===== src/rtl/io_sequencer_pkg.sv =====
// rtl/io_sequencer_pkg.sv - shared states, IO mode encodings and defaults for io_sequencer
package io_sequencer_pkg;

  localparam int SETTLE_CYCLES_DEF = 7;

  // Width of the shared cycle_timer; bounds SETTLE_CYCLES and DEC_TIMEOUT.
  localparam int TMR_W = 16;

  localparam logic [1:0] WRLD_IDLE = 2'b00;
  localparam logic [1:0] WRLD_RAM  = 2'b01;
  localparam logic [1:0] WRLD_DEC  = 2'b10;

  localparam logic [2:0] ST_IDLE     = 3'd0;
  localparam logic [2:0] ST_LOAD     = 3'd1;
  localparam logic [2:0] ST_FEED     = 3'd2;
  localparam logic [2:0] ST_WAIT_DEC = 3'd3;
  localparam logic [2:0] ST_SETTLE   = 3'd4;
  localparam logic [2:0] ST_FIRE     = 3'd5;

endpackage


===== src/rtl/io_sequencer_cycle_timer.sv =====
// rtl/io_sequencer_cycle_timer.sv - loadable down-counter with a zero/done flag
module cycle_timer #(
  parameter int W = 16
) (
  input  logic         i_clk,
  input  logic         i_rst,
  input  logic         i_load,
  input  logic [W-1:0] i_load_val,
  input  logic         i_dec,
  output logic         o_done
);

  logic [W-1:0] r_count;

  // Load wins over decrement; the count parks at zero rather than wrapping.
  always_ff @(posedge i_clk) begin
    if (i_rst) begin
      r_count <= '0;
    end else if (i_load) begin
      r_count <= i_load_val;
    end else if (i_dec && (r_count != '0)) begin
      r_count <= r_count - 1'b1;
    end
  end

  assign o_done = (r_count == '0);

endmodule


===== src/rtl/io_sequencer.sv =====
// rtl/io_sequencer.sv - CPU-to-IO transfer sequencer driving decompressor feed and ODE fire
module io_sequencer
  import io_sequencer_pkg::*;
#(
  parameter int SETTLE_CYCLES = SETTLE_CYCLES_DEF,
  parameter int DEC_TIMEOUT   = 255,
  parameter int CNT_W         = 16
) (
  input  logic             i_clk,
  input  logic             i_rst,
  input  logic             i_start,
  input  logic             i_cpu_valid,
  output logic             o_cpu_ready,
  input  logic             i_io_finished,
  input  logic             i_decomp_done,
  output logic             o_demux_sel,
  output logic             o_io_new,
  output logic [1:0]       o_wrld,
  output logic             o_ode_enable,
  output logic             o_busy,
  output logic             o_error,
  output logic [CNT_W-1:0] o_words_fed
);

  // Timer is loaded one below the cycle count: a value of N-1 reaches zero
  // on the N-th cycle spent in the timed state, which is when we leave it.
  localparam logic [TMR_W-1:0] SETTLE_LD = TMR_W'(SETTLE_CYCLES - 1);
  localparam logic [TMR_W-1:0] DEC_LD    = TMR_W'(DEC_TIMEOUT - 1);

  logic [2:0]       r_state;
  logic [2:0]       w_next;
  logic             r_demux_sel;
  logic [1:0]       r_wrld;
  logic             r_ode_enable;
  logic             r_busy;
  logic             r_error;
  logic [CNT_W-1:0] r_words_fed;

  logic             w_accept_start;
  logic             w_feed_hs;
  logic             w_timeout;
  logic             w_tmr_load;
  logic [TMR_W-1:0] w_tmr_val;
  logic             w_tmr_dec;
  logic             w_tmr_done;
  logic             w_next_dec_mode;

  assign w_accept_start = (r_state == ST_IDLE) && i_start && i_cpu_valid;
  assign w_feed_hs      = (r_state == ST_FEED) && i_cpu_valid;

  // Handshake decodes stay combinational so the CPU sees ready in the same cycle.
  assign o_cpu_ready = !i_rst && (((r_state == ST_IDLE) && i_start) || (r_state == ST_FEED));
  assign o_io_new    = !i_rst && (w_accept_start || w_feed_hs);

  // Next-state decode; the shared timer is (re)loaded on entry to each timed state.
  always_comb begin
    w_next     = r_state;
    w_tmr_load = 1'b0;
    w_tmr_val  = '0;
    w_timeout  = 1'b0;
    case (r_state)
      ST_IDLE: begin
        if (w_accept_start) w_next = ST_LOAD;
      end
      ST_LOAD: begin
        if (i_io_finished) begin
          w_next     = ST_SETTLE;
          w_tmr_load = 1'b1;
          w_tmr_val  = SETTLE_LD;
        end else begin
          w_next = ST_FEED;
        end
      end
      ST_FEED: begin
        if (i_cpu_valid) begin
          w_next     = ST_WAIT_DEC;
          w_tmr_load = 1'b1;
          w_tmr_val  = DEC_LD;
        end
      end
      ST_WAIT_DEC: begin
        // A completion arriving on the timeout cycle still counts as success.
        if (i_decomp_done) begin
          if (i_io_finished) begin
            w_next     = ST_SETTLE;
            w_tmr_load = 1'b1;
            w_tmr_val  = SETTLE_LD;
          end else begin
            w_next = ST_FEED;
          end
        end else if (w_tmr_done) begin
          w_next    = ST_IDLE;
          w_timeout = 1'b1;
        end
      end
      ST_SETTLE: begin
        if (w_tmr_done) w_next = ST_FIRE;
      end
      ST_FIRE: begin
        w_next = ST_IDLE;
      end
      default: begin
        w_next = ST_IDLE;
      end
    endcase
  end

  assign w_tmr_dec       = (r_state == ST_SETTLE) || (r_state == ST_WAIT_DEC);
  assign w_next_dec_mode = (w_next == ST_FEED) || (w_next == ST_WAIT_DEC);

  cycle_timer #(
    .W (TMR_W)
  ) u_timer (
    .i_clk      (i_clk),
    .i_rst      (i_rst),
    .i_load     (w_tmr_load),
    .i_load_val (w_tmr_val),
    .i_dec      (w_tmr_dec),
    .o_done     (w_tmr_done)
  );

  // State plus registered outputs, computed from the next state so they line up with it.
  always_ff @(posedge i_clk) begin
    if (i_rst) begin
      r_state      <= ST_IDLE;
      r_demux_sel  <= 1'b0;
      r_wrld       <= WRLD_IDLE;
      r_ode_enable <= 1'b0;
      r_busy       <= 1'b0;
      r_error      <= 1'b0;
      r_words_fed  <= '0;
    end else begin
      r_state      <= w_next;
      r_demux_sel  <= w_next_dec_mode;
      r_wrld       <= w_next_dec_mode ? WRLD_DEC : WRLD_IDLE;
      r_ode_enable <= (w_next == ST_FIRE);
      r_busy       <= (w_next != ST_IDLE);
      if (w_accept_start) begin
        r_error <= 1'b0;
      end else if (w_timeout) begin
        r_error <= 1'b1;
      end
      if (w_accept_start) begin
        r_words_fed <= '0;
      end else if (w_feed_hs) begin
        r_words_fed <= r_words_fed + 1'b1;
      end
    end
  end

  assign o_demux_sel  = r_demux_sel;
  assign o_wrld       = r_wrld;
  assign o_ode_enable = r_ode_enable;
  assign o_busy       = r_busy;
  assign o_error      = r_error;
  assign o_words_fed  = r_words_fed;

endmodule


===== config.mk =====
export PLATFORM = sky130hd
export DESIGN_NAME = io_sequencer
export DESIGN_NICKNAME = d
export VERILOG_FILES = /design/src/rtl/io_sequencer_pkg.sv /design/src/rtl/io_sequencer_cycle_timer.sv /design/src/rtl/io_sequencer.sv
export SDC_FILE = /design/constraint.sdc
export NUM_CORES = 1
export LEC_CHECK = 0
export CORE_AREA = 5 5 51 97
export DETAILED_ROUTE_END_ITERATION = 10
export DIE_AREA = 0 0 56 102
export PLACE_DENSITY = 0.69
export SLEW_MARGIN = 10
export SYNTH_ARGS = -nofsm -noshare
export SYNTH_HDL_FRONTEND = slang
export SYNTH_SLANG_ARGS = --single-unit
export TNS_END_PERCENT = 10

===== constraint.sdc =====
create_clock -name i_clk -period 6.2 [get_ports i_clk]
set_input_delay 1.55 -clock i_clk [delete_from_list [all_inputs] [get_ports i_clk]]
set_output_delay 1.55 -clock i_clk [all_outputs]
set_load 0.02 [all_outputs]

# After elaboration in Yosys (flattened, before gate mapping)
# Cells that the tools add are included.
totals:
  word_cells: 55
  in_bits: 6
  regBits: 41
  out_inout_bits: 24
op_classes:
  n_mux: 21
  reduce_logical: 17
  addsub: 2
  n_eq_ne: 7
ops:
  columns: ["operator", "count"]
  rows:
  - ["2-to-1 mux 16 bit", 2]
  - ["2-to-1 mux 3 bit", 8]
  - ["one-hot mux 8 bit (3 select lines)", 1]
  - ["adder 16 x 1 -> 16 bit, second input constant", 1]
  - ["zero test 16 bit", 1]
  - ["nonzero test 16 bit", 1]
  - ["subtractor 16 x 1 -> 16 bit, second input constant", 1]
  - ["one-hot mux 3 bit (5 select lines)", 1]
  - ["== test 3 x 2 -> 1 bit, second input constant", 4]
  - ["2-to-1 mux 8 bit", 1]
  - ["== test 3 bit, second input constant", 2]
  - ["logical AND 1 bit", 6]
  - ["2-to-1 mux 1 bit", 6]
  - ["logical OR 1 bit", 4]
  - ["== test 3 x 1 -> 1 bit, second input constant", 1]
  - ["zero test 3 bit", 1]
  - ["one-hot mux 1 bit (3 select lines)", 1]
  - ["nonzero test 3 bit", 1]
  - ["2-to-1 mux 2 bit", 1]
  - ["nonzero test 2 bit", 1]
  - ["OR reduction 2 bit", 1]
  - ["zero test 1 bit", 1]

# Logic depth before layout (Yosys ltp)
logic_depth:
  depth_word: 8
  ltp_mapped: 8
  ltp_nobuf: 7

# Modules after synthesis
# A second synthesis with hierarchy kept.
hier_totals:
  cells_unflattened: 245
  hier_area_um2: 2060.7
by_module_without_submodules:
  columns: ["mod", "instances", "cells_each", "seq_area_each_um2", "area_per_inst_um2"]
  rows:
  - ["io_sequencer", 1, 131, 460.4, 1116.1]
  - ["cycle_timer", 1, 114, 320.3, 944.7]

# Worst setup path after synthesis
# OpenSTA, ideal clock, no wires.
synth_timing:
  kind: "input to output"
  from: "in i_rst"
  to: "out o_io_new"
  t_required_ns: 4.650
  cell_stages: 2
  t_arrival_ns: 2.613
  n_path_buf: 0
  path_slack_ns: 2.037
  cell_sequence: "nor4_1 -> and2_1"
synth_via:
  elab_chain_len: 2
synth_lines:
  columns: ["element", "line_no", "rtl"]
  rows:
  - ["start, declared", "io_sequencer.sv:10", "input logic i_rst,"]
  - ["zero test 1 bit", "io_sequencer.sv:53", "assign o_io_new = !i_rst && (w_accept_start || w_feed_hs);"]
  - ["logical AND 1 bit", "io_sequencer.sv:53", null]
  - ["end, declared", "io_sequencer.sv:17", "output logic o_io_new,"]
# Every way passes these cells.

# Worst setup path after layout
# Ends and elaborated chain as after synthesis.

==> flow_metrics.py <==
metrics = {
    "outcome": {
        "status": "finished clean",
    },
    "synth": {
        "ys_seq_area_frac": 0.397,
        "synth_edf_count": 0,
        "synth-seq-cells": 39,
        "synth_area_leaders": "dfxtp_1, nor2_1, a21oi_1",
        "synth_nets": 245,
        "synth_area_per_cell_um2": 8.29,
        "postSynth.asyncResetShare": 0,
        "syn-cell-area_um2": 1960,
        "yosys.area.top_type_share": 0.397,
        "synth-main-ff-cell": "dfxtp_1",
        "synth_cells": 237,
        "ys_warn_count": 0,
        "synth_top_area_cell": "dfxtp_1",
        "yosysUniqueCellTypes": 49,
    },
    "final_layout": {
        "diodes": 0,
        "drive_gt1_frac": 0.0682,
        "nets": 271,
        "syn2layout_area_growth_pct": 21.7,
        "fill_cells": 367,
    },
    "routing": {
        "drt_iter0_markers": 24,
        "vias": 1773,
        "totalWireLength_um": 4550,
        "drcViolationCount": 0,
        "wire_per_inst_um": 14.4,
        "ant_nets": 0,
        "dr.pass1.iters": 4,
        "vias_per_cell": 5.61,
    },
    "die": {
        "dieArea_um2": 5710,
        "die_h_um": 102,
        "initial_core_util": 0.481,
        "core_area_um2": 4090,
        "fp.dieW_um": 56,
        "io_pins": 30,
        "rows": 33,
    },
    "sta": {
        "relSlewSlack": 0.610,
        "final.setup_skew_ns": 0.00721,
        "drv_slew": 0,
        "max_freq_mhz": 208,
        "finalHoldViolCount": 0,
        "rsz0062_at_grt": "no",
        "timing.final.crit_share": 0.775,
        "setup_viol_count_final": 0,
        "fin_crit_ns": 4.81,
        "worstMarginPinSlew_ns": 0.585,
        "fin_setup_tns_ns": 0,
        "worst_slack_ns": 1.39,
    },
    "global_routing": {
        "track_usage": 0.169,
        "antenna_found_initial": 0,
        "grt_pass1_vias": 1725,
        "grt-ovfl-total": 0,
        "grt_max_degree": 18,
        "grt_pass1_wl_um": 7700,
    },
    "clocking": {
        "cts_sinks": 39,
        "cts_root_buffer": "clkbuf_8",
        "cts_tree": "yes",
        "clk_pin_slew_worst_paths_ns": 0.07,
        "postCtsSetupBuffers": 0,
        "cts.path.max_buffers": 2,
        "numCtsBuffers": 5,
        "cts_hold_buffers": 0,
        "clk_latency_ns": 0.29,
        "cts_resized": 0,
        "htreeDepth": 2,
    },
    "critical_path": {
        "crit_path_frequent_cell": "clkdlybuf4s50_1",
        "reg2reg_depth": 7,
        "max_stage_delay_ns": 0.60,
        "end_kind": "primary output",
        "start_kind": "input port",
        "rr_endpoint": "o_busy",
        "critical_path_class": "input port to primary output",
        "rrSetupSlack_ns": 3.84,
        "critPathMaxFanout": 7,
        "critPathCapture": "o_io_new",
        "timing.critical_path.from": "i_rst",
        "arrival_ns": 3.26,
        "path_cells": "clkdlybuf4s50_1 -> nor4_1 -> and2_1 -> clkdlybuf4s50_1",
        "required_ns": 4.65,
        "cp_slowest_cell": "clkdlybuf4s50_1",
        "rr_startpoint": "u_timer.r_count[0]",
    },
    "place": {
        "gp_congestion": 0.791,
        "pre_cts_ws_ns": 1.40,
        "port_buffers": 28,
        "hpwl_um": 3470,
    },
    "power": {
        "ir_drop_mv": 0.242,
        "switching_share": 0.417,
        "comb_power_share": 0.447,
        "p_leak_uw": 0.000840,
        "p_sw_uw": 419,
        "p_clk_frac": 0.218,
        "powerDensity_nw_per_um2": 420,
        "p_int_uw": 585,
        "sequentialPowerShare": 0.335,
    },
    "run": {
        "maxCapViolCount": 0,
    },
    "hold_path": {
        "hold_path_class": "flop to flop",
        "whs_path_depth": 2,
    },
}
==> stage by stage <==
step	instance area (um^2)	power (uW)	utilization	instances	hold WS (ns)
after floorplan	1960	707	-	237	0.443
after global placement	2270	788	0.556	308	0.461
after detailed placement	2270	790	0.556	308	0.473
after CTS	2390	1010	0.585	316	0.485
after global routing	2390	1080	0.585	316	0.505
final	2390	1000	0.585	316	0.479
==> registers in the layout, indices dropped and copies added, names as in the netlist <==
register and flops:
o_error 1, o_busy 1, o_words_fed 16, u_timer.r_count 16, o_wrld 1, o_ode_enable 1
r_state 3
==> power by group through the flow <==
stage	logic, uW	registers [uW]	clock network (uW)
5_1_grt	502	343	235
4_1_cts	451	335	224
3_3_place_gp	449	339	0
6_report	449	336	219
3_5_place_dp	449	340	0
2_1_floorplan	378	329	0
==> final cells by class <==
class / instances / area [um^2] / share of cell area
Clock inverter: 2 / 35.0 / 0.0147
Sequential cell: 39 / 781 / 0.327
Multi-Input combinational cell: 177 / 1090 / 0.458
Clock buffer: 6 / 82.6 / 0.0345
Tap cell: 52 / 65.1 / 0.0272
Timing Repair Buffer: 30 / 295 / 0.123
Inverter: 10 / 37.5 / 0.0157
==> synth_stat cells (2+ instances only) <==
cell type and number:
a21oi_1 17, nand3_1 8, or4_1 3, o211ai_1 4, a32oi_1 2, mux2i_1 3
dfxtp_1 39, nand4_1 3, ha_1 2, o31ai_1 2, xor2_1 9, nor2b_1 5
nor2_1 24, and3_1 4, a31oi_1 2, clkbuf_1 7, or3_1 9, nor3_1 8
nor4_1 4, or2_2 3, buf_4 2, nand2b_1 2, and2_1 2, o21ai_0 13
o21ai_1 2, xnor2_1 9, nand2_1 18, inv_1 10
==> layout by cell type, fill, tap and decap left out, types with 3 or more instances in the layout <==
| cell | n |
|---|---|
| a21oi_1 | 17 |
| and3_1 | 4 |
| clkbuf_8 | 6 |
| clkdlybuf4s50_1 | 28 |
| dfxtp_1 | 39 |
| inv_1 | 10 |
| mux2i_1 | 3 |
| nand2_1 | 18 |
| nand3_1 | 8 |
| nand4_1 | 3 |
| nor2_1 | 24 |
| nor2b_1 | 5 |
| nor3_1 | 8 |
| nor4_1 | 4 |
| o211ai_1 | 4 |
| o21ai_0 | 13 |
| or2_2 | 3 |
| or3_1 | 9 |
| or4_1 | 3 |
| xnor2_1 | 9 |
| xor2_1 | 9 |
==> critical path, delay by kind of cell <==
kind,cells,cell delay (ns)
buffers and inverters,2,1.17
and+or+nand+nor,2,0.54
==> how the worst min path moves through the flow <==
stage | from | end | slack [ns]
after CTS | u_timer.r_count[13] | u_timer.r_count[13] | 0.49
after detailed placement | u_timer.r_count[13] | u_timer.r_count[13] | 0.47
after global placement | u_timer.r_count[13] | u_timer.r_count[13] | 0.46
after floorplan | u_timer.r_count[13] | u_timer.r_count[13] | 0.44
final | u_timer.r_count[13] | u_timer.r_count[13] | 0.48
after global routing | u_timer.r_count[9] | u_timer.r_count[9] | 0.51
==> per-layer routing <==
metal | vias to the layer above | track usage | wire length (um)
met5 | - | 0 | 0
met4 | 0 | 0.0695 | 78
met3 | 6 | 0.0417 | 160
met2 | 39 | 0.325 | 2520
met1 | 835 | 0.170 | 1790
li1 | 893 | - | -
==> cells by family after synthesis <==
group                      Yosys count  synth area share
adders and majority gates            2            0.0127
and+or+nand+nor                     99             0.262
DFF                                 39             0.397
AOI/OAI and AO/OA                   54             0.182
xor gates and xnor gates            18            0.0803
other                                1           0.00191
muxes                                3            0.0153
buffers and inverters               21            0.0484
(Power assumes the default switching activity.)
==> RTL change 1 (same flow settings) <==
`CNT_W`: 16 -> 20.
--- a/src/rtl/io_sequencer.sv
+++ b/src/rtl/io_sequencer.sv
@@ -5,5 +5,5 @@
   parameter int SETTLE_CYCLES = SETTLE_CYCLES_DEF,
   parameter int DEC_TIMEOUT   = 255,
-  parameter int CNT_W         = 16
+  parameter int CNT_W         = 20
 ) (
   input  logic             i_clk,
Interface: changed (resized o_words_fed); port bits go from 30 to 34. No check against the original RTL was run, so the function may have changed too.
==> RTL change 1 against the original RTL <==
  * Sequential cell count rose by 4
  * Wire length fell by 6.2%
  * Critical endpoint unchanged
  * Via count fell by 5.5%
  * Worst setup slack got worse by 0.071 ns
  * Worst hold slack improved by 0.015 ns
  * Global-route usage fell by 0.35 points
  * Synthesized cell count fell by 1.7%
  * Largest cell class unchanged
  * Area after synthesis rose by 4.4%
  * Maximum frequency fell by 1.5%
  * Cell area rose by 3.9%
  * Power fell by 16%
==> RTL change 1: results (changes against the original RTL) <==
The run finished with clean final reports. The highest net fanout along the worst path is 11 (+4). The cell-internal power came out at 0.513 mW (-12%). The average detailed-routed wire length per instance was 13.5 um (-6.2%). The largest net degree at the start of global routing is 22 (+4). The number of different library cells in the post-synthesis netlist was 47 (-4.1%). The total leakage power came to 0.886 nW (+5.6%). The half-perimeter wire length of the detailed placement result is 3320 um (-4.3%). The post-synthesis xor/xnor area fraction was 13.7% (+5.6 points). The via-per-instance ratio was 5.30 (-5.5%).

The layout clock buffer count was 5 (-1). The startpoint identified for the worst hold timing path is o_error. The placed standard-cell area is 2400 um^2 (+5.4%). The final core utilization is 60.8% (+2.3 points). The fraction of power consumed by combinational cells is 37.8% (-6.9 points). The clock-cell share of area came out at 3.58% (-1.3 points). The detailed-routing iteration count for the pre-antenna-repair pass is 5 (+1).

The layout cell share with drive strength beyond 1 is 7.95% (+1.1 points). The number of signal-net inverters in the final layout is 5 (-5). The sequential fraction of design power is 41.4% (+7.9 points). The final hold slack was 0.494 ns (+0.0149 ns). The global-route wire length before repair came out at 7480 um (-2.9%). The power drawn by the combinational cells came out at 0.317 mW (-29%). The clock tree skew after final layout came to 0.00763 ns (+0.000414 ns).

The worst IR drop on VDD came to 0.328 mV (+35%). The non-clock buffer total of the final layout came out at 33 (+10%).
## RTL change 1: cell count changes after synthesis, moves of 5 or more
cell                      unedited run  this run
sky130_fd_sc_hd__nor3_1              8         3
sky130_fd_sc_hd__a21oi_1            17         6
sky130_fd_sc_hd__or3_1               9         0
sky130_fd_sc_hd__nand2_1            18        12
sky130_fd_sc_hd__inv_1              10         4
sky130_fd_sc_hd__xor2_1              9        26
sky130_fd_sc_hd__o21ai_0            13         7
sky130_fd_sc_hd__nand3_1             8        18
sky130_fd_sc_hd__nand4_1             3         8
sky130_fd_sc_hd__nor2_1             24        42
## RTL change 1: metal layers
| metal | track usage [%] | wire [um] | share of wire (%) | vias up |
|---|---|---|---|---|
| li1 | - | - | - | 861 |
| met1 | 15.8 | 1600 | 37 | 778 |
| met2 | 32.7 | 2430 | 57 | 32 |
| met3 | 3.79 | 160 | 3.7 | 5 |
| met4 | 7.31 | 80 | 1.9 | 0 |
| met5 | 0 | 0 | 0 | - |
==> RTL change 2 (same flow settings) <==
Without the edit above. Reset style: asynchronous (`i_rst`), changed in 2 clocked blocks.
--- a/src/rtl/io_sequencer_cycle_timer.sv
+++ b/src/rtl/io_sequencer_cycle_timer.sv
@@ -14,5 +14,5 @@
 
   // Load wins over decrement; the count parks at zero rather than wrapping.
-  always_ff @(posedge i_clk) begin
+  always_ff @(posedge i_clk or posedge i_rst) begin
     if (i_rst) begin
       r_count <= '0;
--- a/src/rtl/io_sequencer.sv
+++ b/src/rtl/io_sequencer.sv
@@ -121,5 +121,5 @@
 
   // State plus registered outputs, computed from the next state so they line up with it.
-  always_ff @(posedge i_clk) begin
+  always_ff @(posedge i_clk or posedge i_rst) begin
     if (i_rst) begin
       r_state      <= ST_IDLE;
Function: differs if i_rst is asserted again (counterexample within 4 cycles, from zero or initial values and one cycle with i_rst high); with i_rst held inactive, the same outputs for 10 cycles.
==> RTL change 2 against the original RTL <==
  * Sequential share of layout area is 5.7 points higher
  * Sequential cell count stayed put
  * Count of clock-buffer cells in the layout stayed put
  * Combinational power is 34% lower
  * Power is 11% lower
  * Register-to-register slack worse by 0.18 ns
  * Area after synthesis is 11% higher
  * Cell area is 6.4% higher
  * Worst setup slack better by 0.13 ns
  * First-iteration DRC count is 29% higher
  * Global-route usage is 2.3 points higher
  * Wire length is 12% higher
  * Critical path type unchanged
==> RTL change 2: results (changes against the original RTL) <==
The number of non-filler instances in the completed layout is 298 (-5.7%). The setup fix buffers added after clock tree synthesis came to 0 (unchanged). The total leakage power came out at 1.09 nW (+29%). For hold timing, the worst endpoint is u_timer.r_count[7]. The number of antenna violations at the first check in global routing was 0 (unchanged). The signal arrival time at the worst endpoint is 3.12 ns (-0.14 ns). The register-to-register setup slack came to 3.66 ns (-0.18 ns). The highest net fanout along the worst path is 4 (-3). The layout cell share with drive strength beyond 1 came to 10.2% (+3.3 points).

Sorting the synthesized cells by area gives the leading types as sky130_fd_sc_hd__dfrtp_1, sky130_fd_sc_hd__nor2_1, sky130_fd_sc_hd__xor2_1. The number of global-route vias before repair came out at 1790 (+3.8%). The number of different library cells in the post-synthesis netlist is 57 (+16%). The largest net degree at the start of global routing came out at 40 (+22). The final hold slack is 0.504 ns (+0.0251 ns). The maximum buffer depth of the clock tree came to 2 (unchanged).

The commonest cells after synthesis are sky130_fd_sc_hd__dfrtp_1, sky130_fd_sc_hd__nor2_1, sky130_fd_sc_hd__xor2_1. The worst IR drop on VDD came to 0.280 mV (+16%). The clock insertion delay at the later pin of the skew report is roughly 0.30 ns. The main flop type after synthesis is sky130_fd_sc_hd__dfrtp_1. The number of diodes added for antenna fixing is 0 (unchanged). The half-perimeter wire length of the detailed placement result is 3720 um (+7.3%). The global-route wire length before repair is 8600 um (+12%).

The total routing resource utilization after global routing was 19.2% (+2.3 points). The number of violations reported at the end of detailed-routing iteration 0 came out at 31 (+29%). The pre-CTS worst setup slack came out at 1.53 ns (+0.136 ns). The number of flops mapped to enable cells by yosys is 0 (unchanged). The placed standard-cell area came out at 2430 um^2 (+6.7%). The post-synthesis instance total came out at 221 (-6.8%). The register area came out at 976 um^2 (+25%). In this run the critical register-to-register path is captured at u_timer.r_count[5].

The number of vias after detailed routing came out at 1738 (-2.0%). The number of placed instances with taps included came out at 290 (-5.8%). The worst hold path begins at u_timer.r_count[7]. The fraction of registers with async set/reset is 100% (+100 points). The final weighted congestion of routability-driven global placement came out at 0.777 (-1.8%).

The share of synthesized area occupied by flip-flops and latches is 44.9% (+5.2 points). The H-tree depth reported by CTS came out at 2 (unchanged). The run finished with clean final reports.

The worst register-to-register path begins at u_timer.r_count[0]. The clock tree skew after final layout came out at 0.00831 ns (+0.00110 ns). The cell depth of the worst min-delay path came out at 1 (-1). The number of fill cells in the layout was 362 (-1.4%). The relative max-transition margin came to 53.8% (-7.2 points). The average detailed-routed wire length per instance came to 17.0 um (+18%). The number of buffers inserted during clock tree synthesis was 5 (unchanged). The clock tree root buffer cell is sky130_fd_sc_hd__clkbuf_8. The net count of the mapped netlist is 229 (-6.5%).

The clock slew at the register clock pins of the worst setup and hold paths is 0.08 ns. The layout net count was 253 (-6.6%). The warning count from the yosys run is 0 (unchanged). The quantity of gates resized following cts is 0 (unchanged).
## RTL change 2: changes by cell type in the layout (fill, tap and decap cells not counted), sizes merged, moves of 8 or more
cell / delta
dfxtp: -39
nand2: -8
a21oi: -8
dfrtp: +39
o21ai: -10
nor2: +10
## RTL change 2: worst max path at each step
stage	slack, ns	cells past startpoint	end	start
detailed placement	1.53	5	o_io_new	i_start
finish	1.53	5	o_io_new	i_start
CTS	1.53	5	o_io_new	i_start
global route	1.43	5	o_io_new	i_start
floorplan	2.04	2	o_io_new	i_rst
global placement	1.57	5	o_io_new	i_start
## RTL change 2: cells by family after synthesis
| kind of cell | Yosys count | share of synthesized area (%) |
|---|---|---|
| adders and majority gates | 2 | 1.15 |
| buffers and inverters | 18 | 5.76 |
| and+or+nand+nor | 105 | 28.2 |
| AOI/OAI and AO/OA | 35 | 11.3 |
| xor gates and xnor gates | 21 | 8.47 |
| other | 1 | 0.173 |
| DFF | 39 | 44.9 |
## RTL change 2: metal layers
layer | share of wire [%] | track usage (%) | routed length, um
met2 | 57 | 37.1 | 2890
met4 | 3.1 | 10.4 | 159
met3 | 3.2 | 3.29 | 160
met5 | 0 | 0 | 0
met1 | 37 | 19.0 | 1870
## RTL change 2: layout make-up
class	count	area share, %
clock buffer	6	3.25
clock inverter	2	1.38
inverter	5	0.738
multi-input combinational	164	42.1
sequential	39	38.4
tap	52	2.56
timing repair buffer	30	11.6
## RTL change 2: power by group
part | switching [mW] | internal, mW
Combinational | 0.165 | 0.130
Clock | 0.0919 | 0.130
Sequential | 0.0723 | 0.300
Total | 0.329 | 0.560
## RTL change 2: worst max-delay path, cell delays in order
cell                              delay [ns]
sky130_fd_sc_hd__clkdlybuf4s50_1        0.51
sky130_fd_sc_hd__nor2_1                 0.07
sky130_fd_sc_hd__nor4_1                 0.23
sky130_fd_sc_hd__and2_1                 0.17
sky130_fd_sc_hd__clkdlybuf4s50_1        0.59
